==> config.mk <==
export PLATFORM = sky130hd
export DESIGN_NAME = encoder_x4
export DESIGN_NICKNAME = d
export VERILOG_FILES = /design/src/rtl/encoder_pkg.sv /design/src/rtl/encoder_x4_prio_cell.sv /design/src/rtl/encoder_x4.sv
export SDC_FILE = /design/constraint.sdc
export NUM_CORES = 1
export LEC_CHECK = 0
export BUFFER_PORTS_ARGS = -buffer_cell sky130_fd_sc_hd__buf_2
export CORE_AREA = 2 2 39 41
export CTS_BUF_LIST = sky130_fd_sc_hd__clkbuf_4 sky130_fd_sc_hd__clkbuf_8 sky130_fd_sc_hd__clkbuf_16
export DETAILED_ROUTE_END_ITERATION = 10
export DIE_AREA = 0 0 41 43
export HOLD_SLACK_MARGIN = 0.05
export MAX_ROUTING_LAYER = met4
export PLACE_DENSITY_LB_ADDON = 0.2
export SYNTH_ARGS = -nofsm -noshare
export SYNTH_HDL_FRONTEND = slang
export SYNTH_SLANG_ARGS = --single-unit
==> constraint.sdc <==
create_clock -name clk -period 0.8 [get_ports clk]
set_clock_uncertainty 0.05 [all_clocks]
set_input_delay 0.08 -clock clk [delete_from_list [all_inputs] [get_ports clk]]
set_output_delay 0.08 -clock clk [all_outputs]
set_load 0.03 [all_outputs]
==> src/rtl/encoder_pkg.sv <==
// Shared constants and helpers for the priority encoder family.
package encoder_pkg;

  localparam int ENC_NONE = 0;

  function automatic int clog2(input int value);
    int result;
    result = 0;
    while ((1 << result) < value) begin
      result = result + 1;
    end
    return result;
  endfunction

endpackage

==> src/rtl/encoder_x4_prio_cell.sv <==
// Two-input priority merge node: the high half wins whenever it is valid,
// and its validity becomes the new MSB of the merged index.
module prio_cell #(
  parameter  int IW = 0,
  localparam int PW = (IW > 0) ? IW : 1
) (
  input  logic          vld_hi,
  input  logic [PW-1:0] idx_hi,
  input  logic          vld_lo,
  input  logic [PW-1:0] idx_lo,
  output logic          vld_o,
  output logic [IW:0]   idx_o
);

  assign vld_o = vld_hi | vld_lo;

  generate
    if (IW == 0) begin : g_leaf
      // Leaf inputs carry no index bits; the ports exist only for uniformity.
      wire unused_idx = ^{idx_hi, idx_lo};
      assign idx_o = vld_hi;
    end else begin : g_node
      assign idx_o = {vld_hi, (vld_hi ? idx_hi : idx_lo)};
    end
  endgenerate

endmodule

==> src/rtl/encoder_x4.sv <==
// Registered N-to-log2(N) priority encoder built from a binary tree of
// prio_cell merge nodes, followed by a single output register stage.
module encoder_x4
  import encoder_pkg::*;
#(
  parameter int N = 4,
  parameter int W = clog2(N)
) (
  input  logic         clk,
  input  logic         rst,
  input  logic [N-1:0] x,
  output logic [W-1:0] z,
  output logic         y
);

  logic [W-1:0] z_d, z_q;
  logic         y_d, y_q;

  // Level gi holds N>>gi nodes, each with a gi-bit index.
  generate
    for (genvar gi = 1; gi <= W; gi++) begin : lvl
      localparam int NN = N >> gi;
      localparam int PW = (gi > 1) ? (gi - 1) : 1;
      logic [NN-1:0]         vld;
      logic [NN-1:0][gi-1:0] idx;

      for (genvar gj = 0; gj < NN; gj++) begin : node
        logic          in_vld_hi, in_vld_lo;
        logic [PW-1:0] in_idx_hi, in_idx_lo;

        if (gi == 1) begin : g_from_x
          assign in_vld_hi = x[2*gj+1];
          assign in_vld_lo = x[2*gj];
          assign in_idx_hi = '0;
          assign in_idx_lo = '0;
        end else begin : g_from_prev
          assign in_vld_hi = lvl[gi-1].vld[2*gj+1];
          assign in_vld_lo = lvl[gi-1].vld[2*gj];
          assign in_idx_hi = lvl[gi-1].idx[2*gj+1];
          assign in_idx_lo = lvl[gi-1].idx[2*gj];
        end

        prio_cell #(.IW(gi - 1)) u_cell (
          .vld_hi (in_vld_hi),
          .idx_hi (in_idx_hi),
          .vld_lo (in_vld_lo),
          .idx_lo (in_idx_lo),
          .vld_o  (vld[gj]),
          .idx_o  (idx[gj])
        );
      end
    end
  endgenerate

  always_comb begin
    y_d = lvl[W].vld[0];
    z_d = y_d ? lvl[W].idx[0] : W'(ENC_NONE);
  end

  always_ff @(posedge clk) begin
    if (rst) begin
      z_q <= W'(ENC_NONE);
      y_q <= 1'b0;
    end else begin
      z_q <= z_d;
      y_q <= y_d;
    end
  end

  assign z = z_q;
  assign y = y_q;

endmodule

### Word-level counts from Yosys, hierarchy flattened

Index checks and enable logic that the tools add are counted.

* flip-flop bits (word level): 3
* input bits: 6

* mux-type cells: 1
* bitwise gates (word level): 4
* reduce and logical (&&, ||, !) cells: 1

Operators by type and width (count)
* 1-bit bitwise OR: 3
* 2-bit OR reduction: 1
* 1-bit 2-to-1 mux: 1
* 1-bit NOT: 1

### Depth between registers and ports, before layout

Gate-level depths: netlist of the first run.

* word-level depth: 4
* gate-level depth with buffers: 2

### Modules after synthesis

From an unflattened synthesis of the first run, not the netlist that was laid out.

* cells, all modules: 14
* area total of the unflattened synthesis: 148.9 µm²

By module, submodules not included
* encoder_x4: instances 1, cells each 7, area each 92.6 µm², sequential area each 60.1 µm²
* prio_cell (lvl[2].node[0].u_cell): instances 1, cells each 3, area each 28.8 µm², sequential area each 0.0 µm²
* prio_cell (lvl[1].node[0].u_cell ...): instances 2, cells each 2, area each 13.8 µm², sequential area each 0.0 µm²

### Least setup slack after synthesis of the first run

Ideal clock, no wire load.

* path type: flip-flop to output port
* start point: reg y_q, in the netlist y
* end point: out y
* arrival time: 0.459 ns
* required time: 0.670 ns
* slack: 0.211 ns
* stages on the path, launching flop included: 1
* buffers on the path: 0
* cell sequence: dfxtp_1

RTL lines
* start: declaration: RTL line encoder_x4.sv:17 `logic y_d, y_q;`
* start signal: assignment: RTL line encoder_x4.sv:66 `y_q <= y_d;`
* end: declaration: RTL line encoder_x4.sv:13 `output logic y`

No word-level cell between the ends.

### Worst setup path after layout of the first run

* start point: reg z_q[0], in the netlist z[0]
* end point: out z[0]

RTL lines
* start: declaration: RTL line encoder_x4.sv:16 `logic [W-1:0] z_d, z_q;`
* start signal: assignment: RTL line encoder_x4.sv:62 `z_q <= W'(ENC_NONE);`
* start signal: assignment: RTL line encoder_x4.sv:65 `z_q <= z_d;`
* end: declaration: RTL line encoder_x4.sv:12 `output logic [W-1:0] z,`

No word-level cell between the ends.

==> results.ini, run 1 <==
[cells_and_area]
fill_cells=154
finalNetCount=31
syn2layout_area_growth_pct=139
final_area_um2=228
multi_input_comb_area_um2=31.3
ff_latch_area_um2=63.8
layout_common_cells=buf_2, clkbuf_4, nor2_1, buf_6, dfxtp_2
final_common_cell=buf_2
finalNonFillerCells=40
insertedDiodeCount=0
drive_gt1_frac=0.708

[worst_setup_path]
crit_path_max_fanout=1
worstSetupStartpointType=register
path_buf_inv=1
startpoint=z[0]
worstSetupPathType=register to output pin
critical-path-top-delay-family=flip-flops
slowest_delay_ps=320
critPathCapture=z[0]
cp.required_ps=670
critPathArrivalTime_ps=680
path_depth=1
crit_slowest_cell=dfxtp_2
path_cells=buf_6
end_kind=output pin

[power]
swShare=0.228
sequentialPowerShare=0.306
power.total_mw=0.547
intPower_mw=0.422
vdd_drop_max_mv=0.840
p_comb_frac=0.141
power_density_mw_per_mm2=2400
switching_power_mw=0.125
power.leakage_nw=0.106
power.clock.fraction=0.553

[route]
routed-via-count=125
ant_nets=0
via_per_inst=3.13
drt-initial-drc-count=0
dr.pass1.iters=1
routedWlPerCell_um=7.50
drt-total-wl_um=300
drc=0

[global_routing]
grt_antenna_before_repair=0
grt_pass1_vias=134
grt_max_degree=4
gr-total-overflow=0
grt_usage=0.0566
grt_first_pass_wirelength_um=531

[sta]
setup_violations=2
fin_ws_ps=-5.17
slew_viol_final=0
worst_slew_margin_rel=0.911
fin_crit_ps=805
worst_pin_slew_ps=132
finalHoldViolCount=0
rsz0062_at_grt=yes
fmax_mhz=1240
post-route-period-util=1.01

[yosys]
ys_types=6
seq_area_frac_synth=0.632
syn_area_um2=95.1
ys_ff_latch=3
synthCells=10
syn_nets=16
yosys_warnings=0
syn_area_per_cell_um2=9.51

[die]
ios=9
die_area_mm2=0.00176
num_rows=14
fp.dieH_um=43
die_x_um=41
core-area_mm2=0.00138
start_util=0.0687

[clock_tree]
cts.clk_slew.worst_paths_ps=40
cts_inserted_buffers=3
htreeDepth=1
clock_sinks=3
clk_path_buf_depth=2
cts-root-buf=clkbuf_4
cts_tree=yes
cts_setup_buffers=0

[worst_hold_path]
hold_depth=3
hold_class=input port to register

[placement]
numPortBuffers=8
place.gp.congestion=0.500
dp.cells=34
placed_area_um2=155

[outcome]
status=finished, violations left
violations=negative setup slack

[job]
cap_violations=0

-- through the flow --
stage                     utilization  setup TNS, ps  hold slack (ps)  worst slack, ps
final                           0.165          -10.3             61.4            -5.17
after global routing            0.165          -89.8             66.5            -32.0
after CTS                       0.165          -30.5             56.7            -15.0
after detailed placement        0.112              0              227              184
after global placement          0.112              0              217              193
after floorplan                     -              0             92.4              211
-- state kept, by name, summed over array words and instances (netlist names) --
register,flops
y,1
z,2
-- power by group through the flow --
stage	combinational (mW)	sequential, mW	clock, mW
detailed placement	0.0581	0.165	0
finish	0.0770	0.167	0.303
floorplan	0.0112	0.185	0
global route	0.0835	0.168	0.335
global placement	0.0567	0.165	0
CTS	0.0768	0.167	0.316
-- cells in the mapped netlist --
cell | instances | area [um^2]
a21oi_1 | 1 | 5.00
a21oi_2 | 1 | 8.76
dfxtp_1 | 3 | 60.1
nor2_1 | 3 | 11.3
inv_1 | 1 | 3.75
nand2b_1 | 1 | 6.26
-- area by class of cell --
cell class              count  share of cell area
multi-input cells           6               0.137
repair buffers             10               0.346
well taps                  16              0.0879
flip-flops and latches      3               0.280
inverters                   1              0.0165
clock buffers               4               0.132
-- cells by family after synthesis --
family                 Yosys count  synth area share
AND/OR/NAND/NOR                  4             0.184
AO/OA/AOI/OAI                    2             0.145
buffers and inverters            1            0.0394
flip-flops                       3             0.632
-- how the worst min path moves through the flow --
stage,start,end
after detailed placement,rst,z[0]
final,x[2],z[1]
after global routing,x[2],z[1]
after CTS,x[2],z[1]
after floorplan,rst,z[0]
after global placement,rst,z[0]
-- timing repair --
item,4_1_cts,5_1_grt
endpoints found under the hold margin,3,0
hold buffers,2,0
setup endpoints to repair,3,4
gates resized for setup,9,1
pin swaps,0,0
-- per-layer routing --
metal / vias to the layer above / GRT usage / part of all wire
li1: 59 / - / -
met1: 55 / 0.0516 / 0.44
met2: 11 / 0.0563 / 0.33
met3: 0 / 0.0785 / 0.24
met4: 0 / 0.0400 / 0
met5: - / - / 0
No activity file was read; power rests on OpenSTA's default activity.
==> run 2: changes to the inputs <==
--- a/config.mk
+++ b/config.mk
@@ -13,6 +13,7 @@
 export HOLD_SLACK_MARGIN = 0.05
 export MAX_ROUTING_LAYER = met4
 export PLACE_DENSITY_LB_ADDON = 0.2
+export RECOVER_POWER = 100
 export SYNTH_ARGS = -nofsm -noshare
 export SYNTH_HDL_FRONTEND = slang
 export SYNTH_SLANG_ARGS = --single-unit
==> run 2 against run 1 <==
Power hardly changed. Cell area down 0.55%. Wire length rose by 0.33%. Maximum frequency about the same. Combinational power fell by 0.9%. Sequential power about the same. First-iteration DRC count unchanged. Die area did not move. Clock-buffer cell count unchanged. The flow still finishes with violations (negative setup slack). Non-clock buffer count unchanged.
==> results.ini, run 2 (synthesis results as in run 1) <==
[outcome]
status=finished, violations left
violations=negative setup slack

[worst_setup_path]
startpoint=z[0]
end_kind=output pin
worstSetupStartpointType=register
worstSetupPathType=register to output pin
crit_slowest_cell=dfxtp_2
path_buf_inv=1
critical-path-top-delay-family=flip-flops
path_cells=buf_6
crit_path_max_fanout=1
critPathArrivalTime_ps=680
cp.required_ps=670
slowest_delay_ps=320

[placement]
numPortBuffers=8
pre_cts_ws_ps=184
place.gp.congestion=0.500
dp.cells=34

[die]
core-area_mm2=0.00138
ios=9
num_rows=14
die_area_mm2=0.00176
start_util=0.0687
fp.dieH_um=43
die_x_um=41

[sta]
worst_slew_margin_rel=0.902
fin_ws_ps=-5.93
fin_crit_ps=806
slew_viol_final=0
rsz0062_at_grt=yes
post-route-period-util=1.01
setup_violations=2
hold-worst-slack_ps=60.5
fmax_mhz=1240
worst_pin_slew_ps=148
tns_ps=-11.8
finalHoldViolCount=0

[clock_tree]
cts_tree=yes
clk_path_buf_depth=2
htreeDepth=1
clock_sinks=3
cts.clk_slew.worst_paths_ps=40
cts-root-buf=clkbuf_4
cts_inserted_buffers=3

[cells_and_area]
finalNetCount=31
syn2layout_area_growth_pct=138
insertedDiodeCount=0
layout_common_cells=clkbuf_4, buf_2, nor2_1, buf_6, dfxtp_2
fill_cells=154
finish.utilization=0.164
drive_gt1_frac=0.667
finalNonFillerCells=40
largest_reg_flops=2

[route]
drt-total-wl_um=301
via_per_inst=3.13
drt-initial-drc-count=0
ant_nets=0
dr.pass1.iters=1
routedWlPerCell_um=7.53
routed-via-count=125
drc=0

[worst_hold_path]
hold_class=input port to register
holdPathEnd=z[1]
hold_depth=3
min-delay-start=x[2]

[power]
power.leakage_nw=0.103
power_density_mw_per_mm2=2420
vdd_drop_max_mv=0.844

[global_routing]
grt_pass1_vias=134
grt_antenna_before_repair=0
gr-total-overflow=0
grt_usage=0.0566
grt_max_degree=4
grt_first_pass_wirelength_um=531

[job]
cap_violations=0

==> run 2: worst max-delay path by stage <==
stage,endpoint,depth (start not counted)
after detailed placement,z[0],1
after global routing,y,1
after floorplan,y,0
final,z[0],1
after global placement,z[1],1
after CTS,z[0],1
==> run 2: tightest hold or removal path: stages <==
cell	delay [ps]
buf_2	80
nor2_1	40
nor2_1	90
==> run 2: metal layers <==
metal | up-vias | track usage | part of all wire
met2 | 11 | 0.0563 | 0.33
met3 | 0 | 0.0785 | 0.24
met4 | 0 | 0.0400 | 0
met1 | 55 | 0.0516 | 0.44
li1 | 59 | - | -
met5 | - | - | 0
==> run 2: final cells by class <==
class | count | area (um^2) | share of cell area
clock buffer | 4 | 30.0 | 0.133
inverter | 1 | 3.75 | 0.0166
multi-input combinational | 6 | 31.3 | 0.138
sequential | 3 | 63.8 | 0.282
tap | 16 | 20.0 | 0.0884
timing repair buffer | 10 | 77.6 | 0.343
==> run 2: timing repair <==
| item | in CTS | in global routing |
|---|---|---|
| setup buffers | 0 | 0 |
| hold buffers | 2 | 0 |
| endpoints found under the setup margin | 3 | 4 |
| resized for setup | 9 | 1 |
| hold endpoints to repair | 3 | 0 |
==> run 2: through the flow <==
stage                     power [mW]  cell area [um^2]
after floorplan                0.196              95.1
after global placement         0.222               155
after detailed placement       0.223               155
after CTS                      0.560               228
after global routing           0.586               226
final                          0.548               226
==> run 2: where the power goes <==
group | switching [mW] | internal [mW]
Clock | 0.0828 | 0.221
Sequential | 0.00508 | 0.162
Combinational | 0.0379 | 0.0384
Total | 0.126 | 0.422
